$ cat config.mk
export PLATFORM = sky130hd
export DESIGN_NAME = sddac_mc
export DESIGN_NICKNAME = d
export VERILOG_FILES = /design/src/rtl/sddac_mc.sv
export SDC_FILE = /design/constraint.sdc
export NUM_CORES = 1
export LEC_CHECK = 0
export ABC_AREA = 1
export BUFFER_PORTS_ARGS = -buffer_cell sky130_fd_sc_hd__buf_2
export CORE_MARGIN = 2
export CORE_UTILIZATION = 40
export CTS_CLUSTER_SIZE = 12
export DETAILED_ROUTE_END_ITERATION = 6
export PLACE_DENSITY = 0.6
export RECOVER_POWER = 25
export SETUP_SLACK_MARGIN = 0.5
export SLEW_MARGIN = 20
export SYNTH_ARGS = -nofsm -noshare
export SYNTH_HDL_FRONTEND = slang
export SYNTH_SLANG_ARGS = --single-unit
$ cat constraint.sdc
create_clock -name clk_sys -period 2.3 [get_ports clk_sys]
set_input_delay 0.345 -clock clk_sys [delete_from_list [all_inputs] [get_ports clk_sys]]
set_output_delay 0.345 -clock clk_sys [all_outputs]
set_load 0.1 [all_outputs]
$ cat src/rtl/sddac_mc.sv
// Multi-channel first-order sigma-delta audio DAC with a soft mute that ramps toward midscale.
// Optional LFSR dither on the accumulator carry-in is enabled by defining SDDAC_DITHER_EN.
module sddac_mc #(
  parameter int CHANNELS = 2,
  parameter int WIDTH    = 6,
  parameter int RAMP_DIV = 64
) (
  input  logic                      clk_sys,
  input  logic                      reset,
  input  logic [CHANNELS*WIDTH-1:0] audio_in,
  input  logic                      sample_stb,
  input  logic                      mute,
  output logic [CHANNELS-1:0]       dac_out,
  output logic                      muted,
  output logic                      ramping
);

  typedef enum logic [1:0] {
    ST_PLAY     = 2'd0,
    ST_MUTING   = 2'd1,
    ST_MUTED    = 2'd2,
    ST_UNMUTING = 2'd3
  } state_t;

  localparam logic [WIDTH-1:0] MID       = {1'b1, {(WIDTH-1){1'b0}}};
  localparam logic [15:0]      TICK_LAST = 16'(RAMP_DIV - 1);

  state_t                                state_q, state_d;
  logic   [15:0]                         tick_cnt_q, tick_cnt_d;
  logic                                  tick;
  logic                                  in_ramp;
  logic                                  all_mid, all_hold;
  logic   [CHANNELS-1:0][WIDTH-1:0]      hold_q;
  logic   [CHANNELS-1:0][WIDTH-1:0]      cur_q, cur_d;
  logic   [CHANNELS-1:0][WIDTH:0]        acc_q, acc_d;
  logic   [CHANNELS-1:0]                 cin;

  function automatic logic [WIDTH-1:0] step_toward(input logic [WIDTH-1:0] value,
                                                   input logic [WIDTH-1:0] target);
    logic [WIDTH-1:0] result;
    result = value;
    if (value < target)      result = value + 1'b1;
    else if (value > target) result = value - 1'b1;
    return result;
  endfunction

  // Completion is judged on the registered cur values every cycle.
  always_comb begin
    // NOTE: every always_comb output gets a default first so no path leaves it unassigned (no latch).
    all_mid  = 1'b1;
    all_hold = 1'b1;
    for (int k = 0; k < CHANNELS; k++) begin
      if (cur_q[k] != MID)       all_mid  = 1'b0;
      if (cur_q[k] != hold_q[k]) all_hold = 1'b0;
    end
  end

  // Mute requests are tested before completion so they win on a tie.
  always_comb begin
    state_d = state_q;
    unique case (state_q)
      ST_PLAY:     if (mute) state_d = ST_MUTING;
      ST_MUTING:   if (!mute) state_d = ST_UNMUTING;
                   else if (all_mid) state_d = ST_MUTED;
      ST_MUTED:    if (!mute) state_d = ST_UNMUTING;
      ST_UNMUTING: if (mute) state_d = ST_MUTING;
                   else if (all_hold) state_d = ST_PLAY;
      default:     state_d = ST_PLAY;
    endcase
  end

  assign in_ramp = (state_q == ST_MUTING) || (state_q == ST_UNMUTING);
  assign muted   = (state_q == ST_MUTED);
  assign ramping = in_ramp;

  // The counter only advances while a ramp continues; entering a ramp state starts it from zero.
  always_comb begin
    tick       = 1'b0;
    tick_cnt_d = '0;
    if (in_ramp && (state_d == state_q)) begin
      tick       = (tick_cnt_q == TICK_LAST);
      tick_cnt_d = tick ? 16'd0 : tick_cnt_q + 16'd1;
    end
  end

  always_comb begin
    cur_d = cur_q;
    for (int k = 0; k < CHANNELS; k++) begin
      unique case (state_q)
        ST_PLAY:     cur_d[k] = hold_q[k];
        ST_MUTING:   if (tick) cur_d[k] = step_toward(cur_q[k], MID);
        ST_MUTED:    cur_d[k] = MID;
        ST_UNMUTING: if (tick) cur_d[k] = step_toward(cur_q[k], hold_q[k]);
        default:     cur_d[k] = MID;
      endcase
    end
  end

  // Dropping the carry bit before adding keeps the ones density equal to cur / 2^WIDTH.
  always_comb begin
    acc_d = acc_q;
    for (int k = 0; k < CHANNELS; k++) begin
      acc_d[k] = {1'b0, acc_q[k][WIDTH-1:0]} + {1'b0, cur_q[k]} + (WIDTH+1)'(cin[k]);
    end
  end

`ifdef SDDAC_DITHER_EN
  logic [CHANNELS-1:0][15:0] lfsr_q;

  always_ff @(posedge clk_sys) begin
    for (int k = 0; k < CHANNELS; k++) begin
      if (reset) lfsr_q[k] <= 16'hACE1 ^ 16'(k);
      else       lfsr_q[k] <= {lfsr_q[k][14:0],
                               lfsr_q[k][15] ^ lfsr_q[k][13] ^ lfsr_q[k][12] ^ lfsr_q[k][10]};
    end
  end

  always_comb begin
    cin = '0;
    for (int k = 0; k < CHANNELS; k++) cin[k] = lfsr_q[k][0];
  end
`else
  assign cin = '0;
`endif

  always_ff @(posedge clk_sys) begin
    // NOTE: state registers use non-blocking assignments so every flop samples pre-edge values.
    if (reset) begin
      state_q    <= ST_PLAY;
      tick_cnt_q <= '0;
      hold_q     <= {CHANNELS{MID}};
      cur_q      <= {CHANNELS{MID}};
      acc_q      <= '0;
      dac_out    <= '0;
    end else begin
      state_q    <= state_d;
      tick_cnt_q <= tick_cnt_d;
      cur_q      <= cur_d;
      acc_q      <= acc_d;
      if (sample_stb) hold_q <= audio_in;
      for (int k = 0; k < CHANNELS; k++) dac_out[k] <= acc_d[k][WIDTH];
    end
  end

endmodule

==> flow_summary.toml <==
[status]
status = "finished, final reports clean"

[clock_tree]
cts_tree = "done"
cts_max_level = 2
cts_buffer_depth = 2
cts_root_buf = "clkbuf_8"
cts-buffers-inserted = 5
cts.sinks = 56
cts.clk_slew.worst_paths_ns = 0.10
clk_latency_ns = 0.31

[synth]
ys_ff_latch = 56
syn_inst = 534
synth_area_um2 = 3719
synth_cell_type_count = 39
synthArstFlopShare_pct = 0
synth_ff_type = "dfxtp_1"
ys_seq_area_share_pct = 30.15
avgSynthCellArea_um2 = 6.964
synth-edff-count = 0
ys_warn_count = 0
syn_nets = 582

[finish]
drive_gt1_share_pct = 36.50
final_common_cell = "nand2_1"
stdcell_count = 711
layout_common_cells = "nand2_1, nor2_1, buf_4, nand3_1, inv_1"
area_delta_synth_final_pct = 33.82
antennaDiodeCount = 0
nets = 647

[routing]
routed_wl_um = 10080
vias = 3720
final_antenna_net_count = 0
drt-vias-per-instance = 5.232
initialDrtViolationCount = 143
wire_per_inst_um = 14.18
drt_first_pass_iters = 5
drc = 0

[critical_path]
r2r-start = "hold_q[5]"
arrival_ns = 2.12
crit_buf_inv = 3
worstPathRequired_ns = 2.51
cp_top_family = "simple AND/OR/NAND/NOR gates"
path_cells = "inv_2, ha_4, nand2_4, inv_2, nand2_2, nor2_4, nand2_4, nand2_4, nand3_4, nand4_4, buf_12, nand2_8, a21oi_4, nor2_2"
crit_path_end_kind = "flop"
critPathMaxFanout = 5
cpPeakStageDelay_ns = 0.36
crit_path_frequent_cell = "nand2_4"
critPathLaunch = "hold_q[5]"
crit_slowest_cell = "dfxtp_1"
crit_type = "flop to flop"
worst_setup_path_start_kind = "flop"
regToRegEndpoint = "cur_q[10]"
reg2regPathDepth = 14
r2r_setup_slack_ns = 0.39

[worst_hold_path]
hp-class = "primary input to flop"
hold_path_end = "hold_q[11]"
hp-start = "audio_in[11]"
hold_depth = 3

[timing]
fmax_mhz = 523.4
fin_crit_sh_pct = 83.06
period_minus_slack_ns = 1.910
slew_viol_final = 0
hold_slack_ns = 0.2492
setup_viol = 0
clock_skew_ns = 0.007312
hold_violations = 0
tightest_slew_ns = 0.7942
setup_tns_ns = 0
fin_ws_ns = 0.3896
max_slew_margin_pct = 47.05
rsz0062_at_grt = "yes"

[power_and_ir_drop]
vdd_drop_max_mv = 0.5273
p_leak_uw = 0.002219
power_density_nw_per_um2 = 1010
power.total_uw = 5024

[floorplanning]
die_h_um = 100.4
die_area_um2 = 10080
core_area_um2 = 9109
num_rows = 35
die_x_um = 100.4
num_io_pins = 20
initial_core_util_pct = 40.82

[placed_design]
io_buffers = 19
dp.cells = 662
pre_cts_slack_ns = 0.1555
place_hpwl_um = 6387
gp_congestion = 0.8315

[grt]
track_usage_pct = 20.01
overflow = 0
grt_pass1_wl_um = 16170
grt_pass1_vias = 3488
grt_start_max_net_pins = 20
grt_antenna_before_repair = 0

[run]
drv_cap = 0
cells by family (layout without fill, tap and decap cells):
group | count (synthesis) | after routing | synth area share (%)
AND/OR/NAND/NOR | 263 | 267 | 32.97
buffers and inverters | 86 | 148 | 10.03
AO/OA/AOI/OAI | 80 | 80 | 11.68
flip-flops | 56 | 56 | 30.15
adder cells (fa/ha/maj) | 32 | 32 | 11.17
XOR/XNOR | 17 | 17 | 4.004
Yosys cell counts (all sizes together) (2+ instances only):
cell type | number | share of area, %
nand2 | 121 | 13
inv | 67 | 6.8
nor2 | 67 | 7.8
dfxtp | 56 | 30
nand3 | 50 | 7.2
a21oi | 39 | 5.2
ha | 30 | 10
o21ai | 30 | 4.0
buf | 15 | 2.9
xor2 | 10 | 2.4
nor3 | 8 | 1.3
nand4 | 7 | 1.7
xnor2 | 7 | 1.6
nor3b | 5 | 1.1
clkbuf | 4 | 0.40
o21bai | 4 | 0.81
nand3b | 3 | 0.61
a31oi | 2 | 0.34
fa | 2 | 1.1
stage by stage:
step | util, % | cell area (µm²)
floorplan | - | 3722
global placement | 43.50 | 3963
detailed placement | 43.50 | 3963
CTS | 50.70 | 4618
global route | 54.63 | 4976
finish | 54.63 | 4976
metal layers:
| layer | up-vias | global-route usage, % | routed length, µm |
|---|---|---|---|
| li1 | 1867 | - | - |
| met1 | 1746 | 23.95 | 4220 |
| met2 | 86 | 37.17 | 5316 |
| met3 | 21 | 2.228 | 302 |
| met4 | 0 | 6.322 | 240 |
| met5 | - | 0 | 0 |
power breakdown:
part,switching [µW],internal [µW]
registers,145,1190
clock network,324,246
logic,1880,1230
worst max path at each step:
stage                     end  slack, ns  cells after the start
floorplan            cur_q[6]       0.50                     10
global placement     cur_q[6]       0.23                     13
detailed placement   cur_q[6]       0.16                     13
CTS                  cur_q[2]       0.44                     12
global route        cur_q[10]       0.29                     14
finish              cur_q[10]       0.39                     14
final cells by class:
| type | instances | area [µm²] |
|---|---|---|
| Clock buffer | 7 | 86.33 |
| Sequential cell | 56 | 1151 |
| Clock inverter | 1 | 7.507 |
| Inverter | 67 | 256.5 |
| Fill cell | 869 | 4133 |
| Timing Repair Buffer | 73 | 530.5 |
| Multi-Input combinational cell | 396 | 2805 |
| Tap cell | 111 | 138.9 |
registers in the layout (all words and copies together), names as in the netlist:
name,flops
dac_out,2
acc_q,12
state_q,2
tick_cnt_q,16
hold_q,12
cur_q,12
worst min-delay path, delay by kind of cell:
kind            cells  cell delay (ns)
compound gates      2             0.11
buf+inv             1             0.08
timing repair:
action                     4_1_cts  5_1_grt
setup endpoints to repair       31       33
gates resized for setup         86       66
gates cloned                     4        0
pin swaps                       28       30
setup buffers                   23       14
hold buffers                     0        0
No activity file was read; power rests on OpenSTA's default activity.
